`src/rtl/usb_tx_serializer.sv`:
```
// Parallel-load USB packet serializer: SYNC, PID, optional DATA+CRC16, then EOP (SE0, SE0, J).
// Bits leave LSB-first as NRZ, one per shift_strobe, ahead of the bit stuffer / NRZI encoder.
module usb_tx_serializer #(
  parameter int DATA_BITS = 64
) (
  input  logic                 clk,
  input  logic                 n_rst,
  input  logic                 tx_start,
  input  logic                 tx_has_data,
  input  logic [7:0]           tx_pid,
  input  logic [DATA_BITS-1:0] tx_data,
  input  logic [15:0]          tx_crc16,
  input  logic                 shift_strobe,
  output logic                 tx_bit,
  output logic                 tx_se0,
  output logic                 tx_active,
  output logic                 busy,
  output logic                 tx_done
);

  localparam int SH_W  = (DATA_BITS > 16) ? DATA_BITS : 16;
  localparam int CNT_W = $clog2(DATA_BITS) + 1;

  typedef enum logic [2:0] {
    IDLE, SYNC, PID, DATA, CRC, EOP1, EOP2, EOPJ
  } state_t;

  state_t               r_state, w_state_nxt;
  logic [SH_W-1:0]      r_shreg, w_shreg_nxt;
  logic [CNT_W-1:0]     r_bit_cnt, w_bit_cnt_nxt;
  logic                 r_done, w_done_nxt;
  logic                 w_load;

  logic                 r_has_data;
  logic [7:0]           r_pid;
  logic [DATA_BITS-1:0] r_data;
  logic [15:0]          r_crc;

  // Index of the final bit of the field currently being shifted.
  function automatic logic [CNT_W-1:0] last_idx(input state_t s);
    case (s)
      DATA:    return CNT_W'(DATA_BITS - 1);
      CRC:     return CNT_W'(15);
      default: return CNT_W'(7);
    endcase
  endfunction

  always_ff @(posedge clk or negedge n_rst) begin
    if (!n_rst) begin
      r_state   <= IDLE;
      r_shreg   <= '0;
      r_bit_cnt <= '0;
      r_done    <= 1'b0;
    end else begin
      r_state   <= w_state_nxt;
      r_shreg   <= w_shreg_nxt;
      r_bit_cnt <= w_bit_cnt_nxt;
      r_done    <= w_done_nxt;
    end
  end

  // Packet fields are captured once at start so later input changes cannot corrupt the stream.
  always_ff @(posedge clk) begin
    if (w_load) begin
      r_has_data <= tx_has_data;
      r_pid      <= tx_pid;
      r_data     <= tx_data;
      r_crc      <= tx_crc16;
    end
  end

  always_comb begin
    w_state_nxt   = r_state;
    w_shreg_nxt   = r_shreg;
    w_bit_cnt_nxt = r_bit_cnt;
    w_done_nxt    = 1'b0;
    w_load        = 1'b0;
    case (r_state)
      IDLE: begin
        if (tx_start) begin
          w_load        = 1'b1;
          w_state_nxt   = SYNC;
          w_shreg_nxt   = SH_W'(8'h80);
          w_bit_cnt_nxt = '0;
        end
      end
      SYNC, PID, DATA, CRC: begin
        if (shift_strobe) begin
          if (r_bit_cnt == last_idx(r_state)) begin
            w_bit_cnt_nxt = '0;
            case (r_state)
              SYNC: begin
                w_state_nxt = PID;
                w_shreg_nxt = SH_W'(r_pid);
              end
              PID: begin
                if (r_has_data) begin
                  w_state_nxt = DATA;
                  w_shreg_nxt = SH_W'(r_data);
                end else begin
                  w_state_nxt = EOP1;
                  w_shreg_nxt = '0;
                end
              end
              DATA: begin
                w_state_nxt = CRC;
                w_shreg_nxt = SH_W'(r_crc);
              end
              default: begin
                w_state_nxt = EOP1;
                w_shreg_nxt = '0;
              end
            endcase
          end else begin
            w_shreg_nxt   = r_shreg >> 1;
            w_bit_cnt_nxt = r_bit_cnt + CNT_W'(1);
          end
        end
      end
      EOP1: if (shift_strobe) w_state_nxt = EOP2;
      EOP2: if (shift_strobe) w_state_nxt = EOPJ;
      EOPJ: begin
        if (shift_strobe) begin
          w_state_nxt = IDLE;
          w_done_nxt  = 1'b1;
        end
      end
      default: w_state_nxt = IDLE;
    endcase
  end

  always_comb begin
    tx_bit = 1'b1;
    tx_se0 = 1'b0;
    case (r_state)
      SYNC, PID, DATA, CRC: tx_bit = r_shreg[0];
      EOP1, EOP2: begin
        tx_bit = 1'b0;
        tx_se0 = 1'b1;
      end
      default: tx_bit = 1'b1;
    endcase
  end

  assign tx_active = (r_state != IDLE);
  assign busy      = (r_state != IDLE);
  assign tx_done   = r_done;

endmodule

```
`config.mk`:
```
export PLATFORM = sky130hd
export DESIGN_NAME = usb_tx_serializer
export DESIGN_NICKNAME = d
export VERILOG_FILES = /design/src/rtl/usb_tx_serializer.sv
export SDC_FILE = /design/constraint.sdc
export NUM_CORES = 1
export LEC_CHECK = 0
export CORE_ASPECT_RATIO = 1.4
export CORE_MARGIN = 2
export CORE_UTILIZATION = 40
export CTS_BUF_LIST = sky130_fd_sc_hd__clkbuf_2 sky130_fd_sc_hd__clkbuf_4 sky130_fd_sc_hd__clkbuf_8
export CTS_CLUSTER_DIAMETER = 120
export DETAILED_ROUTE_END_ITERATION = 8
export MAX_ROUTING_LAYER = met4
export PLACE_DENSITY_LB_ADDON = 0.2
export SLEW_MARGIN = 30
export SYNTH_ARGS = -nofsm -noshare
export SYNTH_HDL_FRONTEND = slang
export SYNTH_SLANG_ARGS = --single-unit
```
`constraint.sdc`:
```
create_clock -name clk -period 3.8 [get_ports clk]
set_clock_uncertainty 0.15 [all_clocks]
set_input_delay 0.76 -clock clk [delete_from_list [all_inputs] [get_ports clk]]
set_output_delay 0.76 -clock clk [all_outputs]
set_load 0.005 [all_outputs]
```
# Word level (Yosys, flattened, before mapping)
# Index checks and enable logic that the tools add are counted.
[totals] in_bits=93 out_inout_bits=5 word_cells=58 register_bits=164
[op_classes] add_sub_neg=1 reduce_logical=7 muxes=28 n_eq_ne=14
[op_table] op="64-bit 2-to-1 mux" n=4
[op_table] op="64-bit one-hot mux with 3 select lines" n=1
[op_table] op="64-bit one-hot mux with 2 select lines" n=1
[op_table] op="7-bit 2-to-1 mux" n=5
[op_table] op="3-bit 2-to-1 mux" n=7
[op_table] op="3-bit one-hot mux with 5 select lines" n=1
[op_table] op="7-bit one-hot mux with 2 select lines" n=1
[op_table] op="3-bit equality test (second input constant)" n=4
[op_table] op="2-bit != test (second input constant)" n=6
[op_table] op="6-bit one-hot mux with 2 select lines" n=1
[op_table] op="3-bit one-hot mux with 3 select lines" n=1
[op_table] op="7-bit by 1-bit adder with 7-bit output (second input constant)" n=1
[op_table] op="7-bit equality test" n=1
[op_table] op="3-bit by 2-bit equality test with 1-bit output (second input constant)" n=2
[op_table] op="6-bit AND reduction" n=1
[op_table] op="1-bit 2-to-1 mux" n=5
[op_table] op="4-bit OR reduction" n=1
[op_table] op="3-bit by 1-bit equality test with 1-bit output (second input constant)" n=1
[op_table] op="3-bit logical NOT" n=1
[op_table] op="3-bit AND reduction" n=1
[op_table] op="3-bit nonzero test" n=1
[op_table] op="1-bit one-hot mux with 2 select lines" n=1
[op_table] op="2-bit nonzero test" n=1
[op_table] op="2-bit OR reduction" n=1

# Logic depth before layout (Yosys ltp)
[logic_depth] depth_word=8 mapped_depth=9 depth_no_buf=6

# Worst setup path before layout
# Ideal clock, no wire load.
[synth_timing] kind="register -> register" start="register r_state[2]" end="register r_crc[0] (enable)" path_buffers=1 setup_slack_ns=0.499 stages_incl_launch_ff=5 required_ns=3.206 setup_ns=0.444 arrival_time_ns=2.708 cell_sequence="dfrtp_1 > clkbuf_1 > inv_1 > nand3_1 > inv_1"
[synth_between] elab_chain_cells=2
[synth_lines] element="start, declared" line_no="28" rtl="state_t r_state, w_state_nxt;"
[synth_lines] element="start signal, assigned" line_no="55" rtl="r_state <= w_state_nxt;"
[synth_lines] element="3-bit logical NOT" line_no="78" rtl="case (r_state)"
[synth_lines] element="1-bit 2-to-1 mux" line_no="78"
[synth_lines] element="named net w_load" line_no="32" rtl="logic w_load;"
[synth_lines] element="end signal, assigned" line_no="68" rtl="r_crc <= tx_crc16;"
[synth_lines] element="end, declared" line_no="37" rtl="logic [15:0] r_crc;"
# The timed path passes the listed nets, and every way through them passes these cells.
# A chain may end at the register's enable or synchronous reset.

# Final worst setup path
[layout_timing] start="register r_state[1]" end="output tx_bit"
[layout_between] elab_chain_cells=3 word_cells_on_any_way=9 classes_between="eq/ne: 6; mux: 1; reduce/logical: 2"
[layout_lines] element="3-bit by 1-bit equality test with 1-bit output, or another cell as far along" line_no="135" rtl="case (r_state)"
[layout_lines] element="4-bit OR reduction / 2-bit OR reduction (equally long branches)"
[layout_lines] element="1-bit one-hot mux with 2 select lines *" line_no="135"
[layout_lines] element="end, declared" line_no="14" rtl="output logic tx_bit,"
# Every way passes the cells marked *; elsewhere a longest branch is shown, timed or not.

==> run metrics <==
ys async rst share=0.457; R2R depth=5; post-place setup slack=0.764 ns; TritonCTS Buffers=17; clock sinks=164; I/O Buffers=97; die area=0.0179 mm^2; commonest non-fill, non-tap cell in the layout=nand3_1; final std cells w/o fill=855; synth unique cells=43; CP Class=reg -> out; drt via density=5.53; die width=114 um; final slew viol count=0; Pleak=3.22 nW; antenna-violating nets left=0; starting density of the core=0.406; part of the cycle the worst path needs=0.821; setup_tns=0 ns; via count=4,725; hold_buf cts=0; status=finished, final reports clean; Worst-Skew Late Latency=0.45 ns; Combinational Power Share=0.264; max-cap violations=0; global-route wire length before repair=23.1 mm; post_cts resized=0; vias in the first global route=4,592; routed len/inst=16.7 um; Max-slew headroom=0.456; Root Buffer=clkbuf_8; critical path launch point type=register; final core utilization=0.504; initial drt markers=351; RSZ-0062 raised after global routing=false; GR Overflow Total=0; design area=0.00837 mm^2; Area after DPL=0.00793 mm^2; DP Wirelength=8.93 mm; flop-to-flop setup slack=0.93 ns; sw frac=0.333; Post-CTS Setup Repair Bufs=0; HP Class=in -> async; I/O pins=98; CTS H-tree depth=4; Die Y=158 um; most frequent cells in the layout=nand3_1, clkdlybuf4s50_1, edfxtp_1, dfrtp_1, nand2_1; crit path capture type=output port; post-synthesis cell count=559; largest net degree at the start of global routing=76; Synth-to-Final Area Change=24.3%; CTS tree=done; fill cell count=1,441; DRT Pass-1 Iters=5; Clk pwr share=0.273; Sequential Power Share=0.463; share of cells above drive strength 1=0.103; post-synthesis cell area=0.00674 mm^2; Syn Area/Cell=12.1 um^2; FMAX=321 MHz; nets=733; Fin. Hold Viols=0; RD Place Congestion=0.791; synthesized flop and latch total=164; Seq/Total Area, Yosys=0.675; clock buffer depth=2; Power Internal=3.39 mW; # setup viols final=0; Critical Path RT=2.89 ns; dpl cells=823; peak supply drop=0.236 mV; FP Rows=56; Post-Syn Nets=653; Routed WL=14.2 mm; Post-synth EDFFs=89; # diodes=0; gr usage total=0.170; Max FO, Critical Path=18; post-route setup slack=0.682 ns; Psw=1.69 mW; WHS=0.167 ns; Clk pin slew, worst setup/hold paths=0.08 ns; Syn. warnings=0; initial antenna violation count=0; Primary FF master, synth=edfxtp_1; DRC=0; actual slew at the worst max-slew pin=0.814 ns; fin crit period=3.12 ns; Tot Pwr=5.08 mW; area of the core=0.0166 mm^2; Power Density=607 mW/mm^2; critical path data arrival time=2.21 ns
-- power by group through the flow --
stage | logic [mW] | registers (mW) | clock network, mW
final | 1.34 | 2.35 | 1.39
after global routing | 1.47 | 2.39 | 1.49
after CTS | 1.35 | 2.35 | 1.43
after detailed placement | 1.35 | 2.39 | 0
after global placement | 1.30 | 2.38 | 0
after floorplan | 0.916 | 2.31 | 0
-- flip-flops by register name, indices dropped and copies added (netlist names) --
| register | flops |
|---|---|
| r_data | 64 |
| r_shreg | 64 |
| r_crc | 16 |
| r_pid | 8 |
| r_bit_cnt | 7 |
| r_state | 3 |
| r_has_data | 1 |
| tx_done | 1 |
-- worst paths after layout --
path / startpoint / to
max: r_state[1] / tx_bit
min: n_rst / tx_done
max reg2reg: r_state[1] / r_shreg[3]
min reg2reg: r_shreg[15] / r_shreg[15]
max in group asynchronous: n_rst / r_shreg[60]
min in group clk: r_shreg[15] / r_shreg[15]
-- kinds of logic after synthesis --
kind of cell | Yosys count | share of synthesized area
buffers and inverters | 51 | 0.0331
AO/OA/AOI/OAI | 65 | 0.0802
XOR/XNOR | 2 | 0.00260
AND/OR/NAND/NOR | 270 | 0.198
adder cells (fa/ha/maj) | 1 | 0.00186
flip-flops | 164 | 0.675
multiplexers | 6 | 0.00929
-- layout make-up --
type                            count  area, um^2  share of cell area
Timing Repair Buffer              109        1100               0.132
Multi-Input combinational cell    344        2010               0.240
Clock inverter                     11         174              0.0208
Inverter                            3        13.8             0.00164
Sequential cell                   164        4550               0.543
Clock buffer                       21         270              0.0323
Tap cell                          203         254              0.0303
-- synth_stat cells, types with 3 or more instances --
master / instances / share of area
o21ai_0: 5 / 0.0037
nor3_1: 3 / 0.0022
dfrtp_1: 75 / 0.28
mux2i_1: 4 / 0.0059
buf_4: 3 / 0.0033
edfxtp_1: 89 / 0.40
nand2_1: 73 / 0.041
buf_1: 4 / 0.0022
a221oi_2: 6 / 0.013
nand3_1: 111 / 0.082
o21ai_1: 9 / 0.0067
o311ai_2: 5 / 0.012
nor2_1: 21 / 0.012
inv_1: 3 / 0.0017
o31ai_1: 12 / 0.013
buf_2: 10 / 0.0074
clkbuf_1: 30 / 0.017
a22o_1: 5 / 0.0065
a211oi_1: 3 / 0.0033
a21oi_1: 12 / 0.0089
nand4_1: 47 / 0.044
-- critical path, cell delays in order (launching register included) --
cell             delay, ns
dfrtp_1               0.60
nor2_1                0.39
o21ai_0               0.15
nand3_1               0.11
clkdlybuf4s50_1       0.52
-- per-layer routing --
layer  GRT usage  up-vias  wire, um
met4      0.0639        0       157
met1       0.206     2349      6030
met3      0.0408       11       649
li1            -     2243         -
met5           -        -         0
met2       0.277      122      7410
Power figures use the tool's default switching activity.
